### src/rtl/pc_fetch_ctrl.sv
// Fetch sequencer: owns the fetch PC, handshakes imem, parks one word across a stall, applies exc > jump > branch redirects.
// fetch_valid follows the accepting ack by 1 cycle; no request in HOLD; PC_ALIGN_CHECK_EN enables misaligned-target trapping.
module pc_fetch_ctrl #(
  parameter logic [31:0] RESET_PC   = 32'h0000_0000,
  parameter logic [31:0] EXC_VECTOR = 32'h8000_0180
) (
  input  logic        clk,
  input  logic        rstn,
  input  logic        stall,
  input  logic        exc,
  input  logic        jump,
  input  logic [31:0] jump_target,
  input  logic        branch_taken,
  input  logic [31:0] branch_target,
  output logic        imem_req,
  output logic [31:0] imem_addr,
  input  logic        imem_ack,
  input  logic [31:0] imem_rdata,
  output logic [31:0] pc,
  output logic [31:0] pc_next,
  output logic        pc_load,
  output logic        fetch_valid,
  output logic [31:0] instr,
  output logic        redirect,
  output logic        align_fault
);

  typedef enum logic [1:0] {
    BOOT  = 2'd0,
    FETCH = 2'd1,
    HOLD  = 2'd2,
    DRAIN = 2'd3
  } state_t;

  state_t      state_q, state_d;
  logic [31:0] pc_q;
  logic [31:0] addr_q;
  logic [31:0] instr_q;
  logic [31:0] buf_q;
  logic        fv_q;
  logic        redir_q;

  logic        rd_any;
  logic [31:0] rd_raw;
  logic [31:0] rd_tgt;
  logic [31:0] pc_inc;
  logic [31:0] pc_cand;
  logic [31:0] instr_d;
  logic        addr_ld;
  logic        buf_ld;
  logic        instr_ld;

  assign rd_any = exc | jump | branch_taken;
  assign rd_raw = exc ? EXC_VECTOR : (jump ? jump_target : branch_target);
  assign pc_inc = pc_q + 32'd4;

`ifdef PC_ALIGN_CHECK_EN
  logic rd_misal;
  logic af_q;

  // A misaligned target is never followed; it traps to the exception vector instead.
  assign rd_misal = rd_any && (rd_raw[1:0] != 2'b00);
  assign rd_tgt   = rd_misal ? EXC_VECTOR : rd_raw;

  always_ff @(posedge clk or posedge rstn) begin
    if (rstn) begin
      af_q <= 1'b0;
    end else begin
      af_q <= rd_misal;
    end
  end

  assign align_fault = af_q;
`else
  assign rd_tgt      = rd_raw & ~32'h0000_0003;
  assign align_fault = 1'b0;
`endif

  always_comb begin
    state_d  = state_q;
    pc_cand  = pc_q;
    addr_ld  = 1'b0;
    buf_ld   = 1'b0;
    instr_ld = 1'b0;
    unique case (state_q)
      BOOT: begin
        state_d = FETCH;
        addr_ld = 1'b1;
        if (rd_any) pc_cand = rd_tgt;
      end
      FETCH: begin
        if (rd_any) begin
          pc_cand = rd_tgt;
          // Unacked request must still complete; its word is dropped in DRAIN.
          if (imem_ack) addr_ld = 1'b1;
          else          state_d = DRAIN;
        end else if (imem_ack) begin
          if (stall) begin
            buf_ld  = 1'b1;
            state_d = HOLD;
          end else begin
            instr_ld = 1'b1;
            pc_cand  = pc_inc;
            addr_ld  = 1'b1;
          end
        end
      end
      HOLD: begin
        if (rd_any) begin
          pc_cand = rd_tgt;
          state_d = FETCH;
          addr_ld = 1'b1;
        end else if (!stall) begin
          instr_ld = 1'b1;
          pc_cand  = pc_inc;
          state_d  = FETCH;
          addr_ld  = 1'b1;
        end
      end
      DRAIN: begin
        if (rd_any) pc_cand = rd_tgt;
        if (imem_ack) begin
          state_d = FETCH;
          addr_ld = 1'b1;
        end
      end
      default: state_d = BOOT;
    endcase
  end

  assign instr_d = (state_q == HOLD) ? buf_q : imem_rdata;

  always_ff @(posedge clk or posedge rstn) begin
    if (rstn) begin
      state_q <= BOOT;
      pc_q    <= RESET_PC;
      addr_q  <= RESET_PC;
      instr_q <= 32'h0;
      buf_q   <= 32'h0;
      fv_q    <= 1'b0;
      redir_q <= 1'b0;
    end else begin
      state_q <= state_d;
      pc_q    <= pc_cand;
      if (addr_ld)  addr_q  <= pc_cand;
      if (instr_ld) instr_q <= instr_d;
      if (buf_ld)   buf_q   <= imem_rdata;
      fv_q    <= instr_ld;
      redir_q <= rd_any;
    end
  end

  // Combinational PC-register controls are forced quiet while reset is held.
  assign pc_next     = rstn ? RESET_PC : pc_cand;
  assign pc_load     = !rstn && (pc_cand != pc_q);
  assign imem_req    = (state_q == FETCH) || (state_q == DRAIN);
  assign imem_addr   = addr_q;
  assign pc          = pc_q;
  assign instr       = instr_q;
  assign fetch_valid = fv_q;
  assign redirect    = redir_q;

endmodule
### config.mk
export PLATFORM = sky130hd
export DESIGN_NAME = pc_fetch_ctrl
export DESIGN_NICKNAME = d
export VERILOG_FILES = /design/src/rtl/pc_fetch_ctrl.sv
export SDC_FILE = /design/constraint.sdc
export NUM_CORES = 1
export LEC_CHECK = 0
export BUFFER_PORTS_ARGS = -buffer_cell sky130_fd_sc_hd__buf_4
export CORE_MARGIN = 3
export CORE_UTILIZATION = 48
export DETAILED_ROUTE_END_ITERATION = 12
export PLACE_DENSITY = 0.78
export SLEW_MARGIN = 20
export SYNTH_ARGS = -nofsm -noshare
export SYNTH_HDL_FRONTEND = slang
export SYNTH_SLANG_ARGS = --single-unit
### constraint.sdc
create_clock -name clk -period 6.6 [get_ports clk]
set_input_delay 0.99 -clock clk [delete_from_list [all_inputs] [get_ports clk]]
set_output_delay 0.99 -clock clk [all_outputs]
set_load 0.01 [all_outputs]
* Yosys cells after proc, flatten, opt, wreduce, memory -nomap -nowiden *
Index checks and enable logic that the tools add are counted.

storage, ports and cells
  register bits after elaboration = 132
  logic and storage cells = 56
  output and inout bits = 133

cells by class
  eq/ne operators = 9
  reduce and logical (&&, ||, !) cells = 6
  muxes and demuxes = 31
  $add $sub $neg = 1
  bitwise gates (word level) = 2

operators with widths
  cell                                                 count
  two-way mux 32 bit                                   9
  case mux 32 bit (3 select lines)                     1
  adder 32 x 3 -> 32 bit, second input constant        1
  != test 32 bit                                       1
  two-way mux 2 bit                                    7
  != test 3 bit, second input constant                 4
  two-way mux 1 bit                                    11
  case mux 2 bit (4 select lines)                      1
  AND reduction 5 bit                                  1
  equality test 2 bit, second input constant           2
  case mux 1 bit (4 select lines)                      1
  equality test 2 x 1 -> 1 bit, second input constant  1
  logical NOT 2 bit                                    1
  != test 2 bit, second input constant                 1
  OR 1 bit                                             2
  case mux 1 bit (2 select lines)                      1
  OR reduction 2 bit                                   1
  logical AND 1 bit                                    1
  logical NOT 1 bit                                    1
  logical OR 1 bit                                     1

* Logic depth before layout (Yosys ltp) *
Gate-level depths: netlist of run 1.

  depth after elaboration = 7
  depth in mapped cells = 12
  depth with buffers taken out = 10

* Worst setup path before layout of run 1 *
Ideal clock, no wire load.

  path type = input to output
  start = input port rstn
  end = output port pc_next[18]
  setup slack = -0.159 ns
  data required time = 5.610 ns
  stages on the path = 4
  path buffers = 2
  arrival = 5.769 ns
  cell sequence = clkbuf_1 inv_1 clkbuf_1 and2_1

on the way
  word-level cells in the longest chain between the ends = 1

RTL lines
  item                line  RTL
  from (decl)         8     input logic rstn,
  two-way mux 32 bit  154   assign pc_next = rstn ? RESET_PC : pc_cand;
  to (decl)           20    output logic [31:0] pc_next,

Every way passes these cells.

* Worst setup path in the final report of run 1 *
  start = register state_q[0]
  end = output port pc_load

on the way
  word-level cells in the longest chain between the ends = 5
  elaborated cells on any way between the ends = 8
  those cells by class = eq/ne (4); mux (1); reduce/logical (3)

RTL lines
  item                                                             line  RTL
  from (decl)                                                      35    state_t state_q, state_d;
  from (signal assigned)                                           143   state_q <= state_d;
  equality test 2 bit / logical NOT 2 bit (equally long branches)  85    unique case (state_q)
  OR reduction 2 bit (no source line)                              --
  case mux 32 bit (3 select lines) (*)                             85
  != test 32 bit (*)                                               155   assign pc_load = !rstn && (pc_cand != pc_q);
  logical AND 1 bit (*)                                            155
  to (decl)                                                        21    output logic pc_load,

Every way passes the cells marked *; elsewhere a longest branch is shown, timed or not.

==> out/qor.yml, run 1 <==
route:
  first_pass_iters: 5
  drtIter0Drc: 860
  viasPerCell: 6.23
  wirelength_um: 31000
  route.detailed.wl_per_inst_um: 23.1
  vias: 8384
  post-route-drc-count: 0
  ant_nets: 0
timing:
  hold_viol_final: 0
  timing.final.crit_share_pct: 84.2
  grt_setup_unrepaired: "false"
  slew_headroom_pct: 27.0
  fin_skew_ns: 0.0113
  timing.fmax_ghz: 0.180
  setup_tns_ns: 0
  fin_crit_ns: 5.56
  drv_slew: 0
  worstMarginPinSlew_ns: 1.09
  setup_viol: 0
yosys:
  yosysUniqueCellTypes: 86
  async_reset_ff_share_pct: 100
  syn_nets: 1023
  synthSimpleGateAreaFrac_pct: 23.2
  syn_area_sq_um: 8160
  synthXorXnorAreaFrac_pct: 1.50
  syn_inst: 915
  synth_compound_area_share_pct: 19.0
  synth_top_flop_cell: "dfrtp_1"
  ys_seq_area_share_pct: 40.5
  synth-seq-cells: 132
  syn_avg_cell_area_sq_um: 8.92
  synth_top_family_by_area: "simple AND/OR/NAND/NOR gates"
  synthMuxAreaShare_pct: 9.69
  yosys_warnings: 0
  synth_edf_count: 0
  synthAdderAreaFrac_pct: 0.766
global_routing:
  grt_usage_pct: 33.0
  grt_max_degree: 84
  grt_pass1_wl_um: 46600
  antenna_found_initial: 0
  first_global_vias: 8004
  gr-total-overflow: 0
cts:
  cts-root-buf: "clkbuf_16"
  hold_buffers: 0
  htree_levels: 4
  cts_tree: "built"
  cts_buffer_depth: 2
  cts_resized: 0
  clock-sinks: 132
  clk-insertion-delay-late_ns: 0.42
  cts_setup_buffers: 0
  numCtsBuffers: 17
  clk_pin_slew_ns: 0.07
cells_and_area:
  layout_common_cells: "buf_4, dfrtp_1, nand2_1"
  finalNetCount: 1222
  final_common_cell: "buf_4"
  drive_above_1_share_pct: 30.7
  fill_cells: 1412
  num_antenna_cells: 0
  area_growth_syn_to_layout_pct: 30.1
die:
  coreArea_sq_um: 16600
  row_count: 47
  die_x_um: 136
  die_height_um: 136
  die_area_sq_um: 18600
  start_util_pct: 49.1
  num_io_pins: 236
critical_path:
  crit_fanout: 11
  cp_num_buf_inv: 2
  cpPeakStageDelay_ns: 0.82
  worstRegToRegCells: 7
  path_delay_family: "simple AND/OR/NAND/NOR gates"
  cp-end-kind: "output port"
  r2r_slack_ns: 3.10
  cp_cell_sequence: "inv_1 > ha_1 > nor3b_2 > nor2_1 > o221ai_1 > a221oi_1 > o211ai_1 > nor3_1 > nor4bb_1 > a41oi_1 > buf_4"
  cpMaxStageDelayCell: "nor2_1"
  cp-start-kind: "flop"
  cp.arrival_ns: 4.57
  cp_num_cells: 11
  crit_type: "reg2out"
  cp_data_required_time_ns: 5.61
worst_hold_path:
  worstHoldPathType: "reg2reg"
  whs_path_depth: 2
place:
  port_buffers: 230
  gp_congestion: 1.05
  dp_hpwl_um: 22500
power_and_ir_drop:
  vdd_drop_max_v: 0.000270
  p_total_mw: 4.37
  cellPowerDensity_nw_per_um2: 412
  leakagePower_nw: 4.90
run:
  maxCapViolations: 0
outcome:
  outcome: "finished clean"
-- final cells by class --
cell class | count | area, sq um | area share, %
multi-input cells | 688 | 4450 | 41.9
flip-flops and latches | 132 | 3300 | 31.1
repair buffers | 247 | 1850 | 17.5
clock buffers | 18 | 429 | 4.04
well taps | 220 | 275 | 2.59
clock inverters | 13 | 199 | 1.87
inverters | 28 | 110 | 1.04
-- worst paths after layout --
check / start / to
setup / recovery: state_q[0] / pc_load
hold / removal: imem_addr[16] / imem_addr[16]
setup reg to reg: state_q[0] / imem_addr[26]
hold reg to reg: imem_addr[16] / imem_addr[16]
max in group asynchronous: rstn / instr[10]
min in group asynchronous: rstn / pc[2]
-- state kept, by name (all words and copies together), names as in the netlist --
name / cells
buf_q: 32
imem_addr: 32
instr: 32
pc: 32
state_q: 2
fetch_valid: 1
redirect: 1
-- cell families (layout without fill, tap and decap cells) --
family          count (synthesis)  in the layout
flops                         132            132
xor+xnor                       14             14
buf+inv                        95            306
compound gates                225            225
fa+ha+maj                       5              5
mux                            74             74
other cells                     1              1
simple gates                  369            369
-- per-layer routing --
metal	global-route usage [%]	routed length (um)	share of wire (%)	up-vias
met4	13.2	1210	3.9	0
met2	51.1	13900	45	551
met3	9.96	3700	12	79
met1	43.5	12200	39	4000
li1	-	-	-	3754
met5	0	0	0	-
-- where the power goes --
part	internal [mW]	leakage (nW)	switching, mW
combinational	0.834	2.91	1.07
sequential	1.13	1.68	0.312
clock	0.639	0.305	0.384
-- synthesized netlist by cell type, types with 5 or more instances --
library cell | n | area share (%)
mux2i_1 | 37 | 4.5
buf_2 | 23 | 1.4
nand2b_1 | 10 | 0.77
clkbuf_1 | 31 | 1.4
o21ai_0 | 42 | 2.6
buf_6 | 6 | 0.83
o21a_1 | 6 | 0.55
nor3_1 | 22 | 1.3
xor2_1 | 7 | 0.75
dfrtp_1 | 132 | 40
o22ai_1 | 9 | 0.69
a21o_1 | 5 | 0.46
and4_1 | 7 | 0.75
a31oi_1 | 10 | 0.77
a21oi_1 | 60 | 3.7
nand2_1 | 116 | 5.3
ha_1 | 5 | 0.77
mux2_2 | 36 | 5.0
nor4_1 | 13 | 1.0
nor2_1 | 94 | 4.3
a211oi_1 | 6 | 0.55
and3_1 | 8 | 0.61
o221ai_1 | 17 | 1.8
inv_1 | 26 | 1.2
and2_1 | 24 | 1.8
o211ai_1 | 5 | 0.46
nor3b_1 | 7 | 0.64
xnor2_1 | 7 | 0.75
buf_1 | 6 | 0.28
nand3_1 | 17 | 1.0
a311oi_1 | 9 | 0.97
nand4_1 | 13 | 1.0
-- through the flow --
stage / cell area (sq um) / hold slack [ns] / utilization (%) / setup WS (ns) / instances
finish: 10600 / 0.466 / 63.8 / 1.04 / 1346
global route: 10600 / 0.500 / 63.8 / 0.945 / 1346
CTS: 10600 / 0.471 / 63.8 / 1.19 / 1346
detailed placement: 9990 / 0.457 / 60.0 / 1.40 / 1315
global placement: 9990 / 0.454 / 60.0 / 1.44 / 1315
floorplan: 8170 / 0.479 / - / 2.06 / 915
-- tightest hold or removal path, cell delays in order, from the launching register on --
cell and delay [ns]:
dfrtp_1 0.34, nand2_1 0.05, nand2_1 0.04
Power figures use the tool's default switching activity.
==> run 2, diff against run 1 <==
- clock period: 6.6 -> 4.6 ns (I/O delays scaled with it)
==> out/qor.yml, run 2 (synthesis results as in run 1) <==
route:
  viasPerCell: 6.13  # -1.6%
  post-route-drc-count: 0  # unchanged
  ant_nets: 0  # unchanged
  wirelength_um: 32000  # +3.1%
  route.detailed.wl_per_inst_um: 23.0  # about the same
  vias: 8506  # +1.5%
  first_pass_iters: 7  # +2
  drtIter0Drc: 885  # +2.9%
global_routing:
  antenna_found_initial: 0  # unchanged
  gr-total-overflow: 0  # unchanged
  first_global_vias: 8137  # +1.7%
  grt_usage_pct: 33.9  # +0.91 points
  grt_pass1_wl_um: 47400  # +1.6%
  grt_max_degree: 91  # +8.3%
die:
  coreArea_sq_um: 16600  # unchanged
  die_area_sq_um: 18600  # unchanged
  start_util_pct: 49.1  # unchanged
  row_count: 47  # unchanged
  die_height_um: 136  # unchanged
  die_x_um: 136  # unchanged
  num_io_pins: 236  # unchanged
cts:
  clk-insertion-delay-late_ns: 0.43  # about the same
  cts_setup_buffers: 0  # unchanged
  numCtsBuffers: 17  # unchanged
  htree_levels: 4  # unchanged
  cts_buffer_depth: 2  # unchanged
  clock-sinks: 132  # unchanged
  cts_resized: 0  # unchanged
  cts-root-buf: "clkbuf_16"
  cts_tree: "built"
  clk_pin_slew_ns: 0.06  # about the same
  hold_buffers: 0  # unchanged
cells_and_area:
  layout.cells.non_filler: 1388  # +3.1%
  final_core_util_pct: 65.2  # +1.4 points
  drive_above_1_share_pct: 33.5  # +2.7 points
  postLayoutCellArea_sq_um: 10900  # +2.2%
  num_antenna_cells: 0  # unchanged
  layout_common_cells: "buf_4, dfrtp_1, nand2_1"
  finalNetCount: 1263  # +3.4%
  area_growth_syn_to_layout_pct: 32.9
  final_common_cell: "buf_4"
place:
  place_inst: 1356  # +3.1%
  port_buffers: 230  # unchanged
  place_area_sq_um: 10300  # +3.0%
  gp_congestion: 1.12  # +7.2%
  dp_hpwl_um: 23900  # +6.2%
timing:
  hold_viol_final: 0  # unchanged
  drv_slew: 0  # unchanged
  setup_viol: 0  # unchanged
  worstMarginPinSlew_ns: 0.716  # -0.374 ns
  setup_tns_ns: 0  # unchanged
  grt_setup_unrepaired: "false"
  timing.fmax_ghz: 0.221
  slew_headroom_pct: 52.3  # +25 points
  timing.final.crit_share_pct: 98.2
  fin_crit_ns: 4.52
  fin_skew_ns: 0.0129  # +0.00157 ns
critical_path:
  cpMaxStageDelayCell: "dfrtp_1"
  worstRegToRegCells: 10  # +3
  cpMostUsedCell: "buf_4"
  cp-start-kind: "flop"
  worstSetupStartpoint: "state_q[0]"
  cp.arrival_ns: 3.83  # -0.74 ns
  r2r-start: "pc[2]"
  cp-end-kind: "output port"
  cp_data_required_time_ns: 3.91  # -1.70 ns
  crit_type: "reg2out"
  cpPeakStageDelay_ns: 0.40  # -0.42 ns
  r2r_end: "imem_addr[14]"
  cp_cell_sequence: "inv_1 > ha_1 > nor3b_2 > nor2_1 > buf_4 > o221ai_1 > a221oi_1 > o211ai_1 > nor3_1 > nor4bb_1 > a41oi_1 > buf_4"
  endpoint: "pc_load"
  r2r_slack_ns: 1.46  # -1.64 ns
  crit_fanout: 10  # -1
run:
  maxCapViolations: 0  # unchanged
power_and_ir_drop:
  leakagePower_nw: 5.05  # +3.1%
  cellPowerDensity_nw_per_um2: 573  # +39%
  vdd_drop_max_v: 0.000364  # +35%
worst_hold_path:
  whs_path_depth: 2  # unchanged
  worstHoldPathType: "reg2reg"
outcome:
  outcome: "finished clean"
==> run 2: changes by cell type in the layout (fill, tap and decap cells not counted), sizes merged <==
cell      previous run  this run
clkinv               3         2
bufinv               4         0
inv                 33        35
buf                247       288
clkinvlp             1         5
==> run 2: worst min-delay path by stage <==
stage	to	slack [ns]	startpoint
5_1_grt	imem_addr[25]	0.48	imem_addr[25]
2_1_floorplan	buf_q[28]	0.48	buf_q[28]
6_report	imem_addr[25]	0.47	imem_addr[25]
3_5_place_dp	imem_addr[25]	0.46	imem_addr[25]
3_3_place_gp	imem_addr[21]	0.45	imem_addr[21]
4_1_cts	imem_addr[25]	0.47	imem_addr[25]
==> run 2: area by class of cell <==
type                       instances  area (sq um)
fill                            1400          5790
multi-input combinational        688          4460
sequential                       132          3300
timing repair buffer             288          2160
clock buffer                      18           429
tap                              220           275
clock inverter                    14           118
inverter                          28           110
==> run 2: power breakdown <==
part	internal (mW)	switching [mW]	total [mW]
logic	1.29	1.60	2.88
registers	1.63	0.425	2.05
clock network	0.703	0.577	1.28
total	3.61	2.60	6.21
==> run 2: metal layers <==
| metal | share of wire (%) | routed length [um] | up-vias | global-route usage (%) |
|---|---|---|---|---|
| met5 | 0 | 0 | - | 0 |
| met4 | 5.7 | 1810 | 0 | 17.0 |
| met3 | 13 | 4010 | 120 | 12.5 |
| met2 | 44 | 14000 | 562 | 51.3 |
| met1 | 38 | 12200 | 4010 | 42.8 |
| li1 | - | - | 3814 | - |
==> run 2: critical path: cells and delay by family, from the launching register on <==
family	cells	cell delay (ns)
compound gates	4	1.05
simple gates	4	1.02
buf+inv	3	0.58
flops	1	0.40
fa+ha+maj	1	0.35
==> run 2: stage by stage <==
| step | power (mW) | hold WS [ns] | worst slack, ns |
|---|---|---|---|
| floorplan | 3.47 | 0.479 | 0.659 |
| global placement | 4.83 | 0.454 | 0.512 |
| detailed placement | 4.88 | 0.457 | 0.513 |
| CTS | 6.18 | 0.472 | 0.120 |
| global route | 6.53 | 0.483 | 0.00180 |
| finish | 6.21 | 0.467 | 0.0845 |
==> run 3, diff against run 2 <==
- ABC_AREA: default -> 1
- GPL_ROUTABILITY_DRIVEN: default -> 0
- PLACE_DENSITY: 0.78 -> 0.77
- SETUP_SLACK_MARGIN: default -> 0.05
==> out/qor.yml, run 3 <==
outcome:
  outcome: "finished clean"
critical_path:
  r2r-start: "state_q[1]"
  r2r_slack_ns: 1.58  # +0.12 ns
  cp-start-kind: "flop"
  cp_data_required_time_ns: 3.91  # about the same
  crit_type: "reg2out"
  cp.arrival_ns: 3.38  # -0.45 ns
  cp_cell_sequence: "inv_1 > ha_1 > inv_1 > a21oi_1 > nand2_1 > nand2_1 > nand2_1 > nand2_1 > nor3_1 > nand3_1 > nor2_1 > nand2_1 > nor2_1 > nand2_1 > nor2_1 > nor2_1 > buf_4"
  cp_num_buf_inv: 3  # unchanged
  cpMostUsedCell: "nand2_1"
  cp_num_cells: 17  # +5
  cpMaxStageDelayCell: "inv_1"
  path_delay_family: "simple AND/OR/NAND/NOR gates"
  r2r_end: "imem_addr[24]"
  worstRegToRegCells: 10  # unchanged
  crit_fanout: 18  # +8
  cpPeakStageDelay_ns: 0.51  # +0.11 ns
  cp-end-kind: "output port"
yosys:
  async_reset_ff_share_pct: 100  # unchanged
  yosysMostFrequentCell: "nand2_1"
  yosys_warnings: 0  # unchanged
  synth_top_family_by_area: "simple AND/OR/NAND/NOR gates"
  synthXorXnorAreaFrac_pct: 0.101  # -1.4 points
  yosysTopAreaCell: "dfrtp_1"
  ys_seq_area_share_pct: 38.2  # -2.2 points
  synthAdderAreaFrac_pct: 0.724  # -0.042 points
  syn_area_sq_um: 8640  # +5.9%
  synthMuxAreaShare_pct: 0  # -9.7 points
  syn_avg_cell_area_sq_um: 6.43  # -28%
  synth-seq-cells: 132  # unchanged
  syn_nets: 1451  # +42%
  synth_top_flop_cell: "dfrtp_1"
  syn_inst: 1343  # +47%
  synthDominantCellAreaShare_pct: 38.2  # -2.2 points
  yosysUniqueCellTypes: 35  # -59%
  synth_compound_area_share_pct: 14.7  # -4.3 points
  post_synth_main_area_contributors: "dfrtp_1, nand2_1, o21ai_0, a21oi_1, nand3_1"
  synthTopCellsByCount: "nand2_1, dfrtp_1, nor2_1, inv_1, o21ai_0"
  synth_edf_count: 0  # unchanged
  synthSimpleGateAreaFrac_pct: 36.7  # +13 points
run:
  maxCapViolations: 0  # unchanged
route:
  first_pass_iters: 6  # -1
  vias: 9323  # +9.6%
  ant_nets: 0  # unchanged
  post-route-drc-count: 0  # unchanged
  wirelength_um: 27100  # -15%
  route.detailed.wl_per_inst_um: 15.2  # -34%
  drtIter0Drc: 781  # -12%
  viasPerCell: 5.23  # -15%
cts:
  htree_levels: 4  # unchanged
  clock-sinks: 132  # unchanged
  cts_setup_buffers: 0  # unchanged
  clk_pin_slew_ns: 0.07  # about the same
  hold_buffers: 0  # unchanged
  clk-insertion-delay-late_ns: 0.43  # about the same
  numCtsBuffers: 17  # unchanged
  cts_resized: 0  # unchanged
  cts_tree: "built"
  cts-root-buf: "clkbuf_16"
  cts_buffer_depth: 2  # unchanged
cells_and_area:
  layout_common_cells: "nand2_1, buf_4, dfrtp_1"
  layout.cells.non_filler: 1784  # +29%
  final_common_cell: "nand2_1"
  final_core_util_pct: 64.1  # -1.1 points
  area_growth_syn_to_layout_pct: 29.6
  regArea_sq_um: 3300  # unchanged
  fill_cells: 1630  # +16%
  drive_above_1_share_pct: 21.8  # -12 points
  finalNetCount: 1654  # +31%
  multi_input_area_sq_um: 4530  # +1.7%
  num_antenna_cells: 0  # unchanged
die:
  start_util_pct: 49.4  # +0.39 points
  row_count: 48  # +2.1%
  coreArea_sq_um: 17500  # +5.0%
  die_x_um: 140  # +2.8%
  die_area_sq_um: 19700  # +5.6%
  num_io_pins: 236  # unchanged
  die_height_um: 140  # +2.8%
place:
  dp_hpwl_um: 19600  # -18%
  pre_cts_slack_ns: 0.798  # +0.285 ns
  port_buffers: 230  # unchanged
  place_inst: 1752  # +29%
timing:
  drv_slew: 0  # unchanged
  setup_tns_ns: 0  # unchanged
  fin_skew_ns: 0.0140  # +0.00112 ns
  timing.fmax_ghz: 0.246  # +11%
  hold_viol_final: 0  # unchanged
  grt_setup_unrepaired: "false"
  setup_viol: 0  # unchanged
  timing.final.crit_share_pct: 88.4  # -9.7 points
  fin_ws_ns: 0.532  # +0.447 ns
  worstMarginPinSlew_ns: 0.806  # +0.0898 ns
  slew_headroom_pct: 45.9  # -6.3 points
  fin_crit_ns: 4.07  # -0.447 ns
global_routing:
  first_global_vias: 8703  # +7.0%
  gr-total-overflow: 0  # unchanged
  antenna_found_initial: 0  # unchanged
  grt_pass1_wl_um: 43900  # -7.4%
  grt_max_degree: 66  # -27%
  grt_usage_pct: 27.3  # -6.7 points
power_and_ir_drop:
  leakagePower_nw: 5.74  # +14%
  vdd_drop_max_v: 0.000366  # +0.68%
  cellPowerDensity_nw_per_um2: 593  # +3.6%
worst_hold_path:
  worstHoldPathType: "in2async"
## run 3: cell count changes in the layout (fill, tap and decap cells not counted), sizes merged, moves of 21 or more
cell   before  now
nand2     116  487
mux2       37    0
mux2i      37    0
nand3      18  109
inv        35  135
and2       24    1
nor3       25    4
nor2       95  144
buf       288  255
a21oi      61  116
o21ai      43  123
## run 3: cell type report
| class | instances | area share (%) |
|---|---|---|
| clock buffer | 20 | 4.17 |
| clock inverter | 12 | 1.71 |
| inverter | 132 | 4.46 |
| multi-input combinational | 1008 | 40.4 |
| sequential | 132 | 29.5 |
| tap | 225 | 2.51 |
| timing repair buffer | 255 | 17.2 |
## run 3: how the worst max path moves through the flow
| stage | startpoint | end | slack, ns |
|---|---|---|---|
| 2_1_floorplan | stall | pc_load | 1.78 |
| 3_3_place_gp | jump | pc_load | 0.81 |
| 3_5_place_dp | jump | pc_load | 0.80 |
| 4_1_cts | state_q[0] | pc_load | 0.53 |
| 5_1_grt | state_q[0] | pc_load | 0.22 |
| 6_report | state_q[0] | pc_load | 0.53 |
## run 3: kinds of logic (layout without fill, tap and decap cells)
family | after synthesis | in the layout
buffers and inverters | 203 | 419
adder cells (fa/ha/maj) | 5 | 5
AND/OR/NAND/NOR | 756 | 756
AO/OA/AOI/OAI | 245 | 245
flip-flops | 132 | 132
other | 1 | 1
XOR/XNOR | 1 | 1
## run 3: per-stage QoR
stage / instance area, sq um / hold WS [ns] / power [mW]
5_1_grt: 11200 / 0.479 / 7.17
3_5_place_dp: 10500 / 0.469 / 5.10
6_report: 11200 / 0.474 / 6.64
4_1_cts: 11200 / 0.464 / 6.65
3_3_place_gp: 10500 / 0.458 / 5.01
2_1_floorplan: 8650 / 0.495 / 3.84
## run 3: routing by layer
| metal | vias to the layer above | global-route usage, % | share of wire [%] |
|---|---|---|---|
| li1 | 4669 | - | - |
| met1 | 4126 | 36.5 | 41 |
| met2 | 468 | 42.1 | 44 |
| met3 | 60 | 7.99 | 12 |
| met4 | 0 | 10.0 | 2.8 |
| met5 | - | 0 | 0 |
## run 3: power by group
part | internal (mW) | switching [mW]
clock | 0.965 | 0.561
sequential | 1.63 | 0.391
combinational | 1.21 | 1.88
total | 3.81 | 2.83
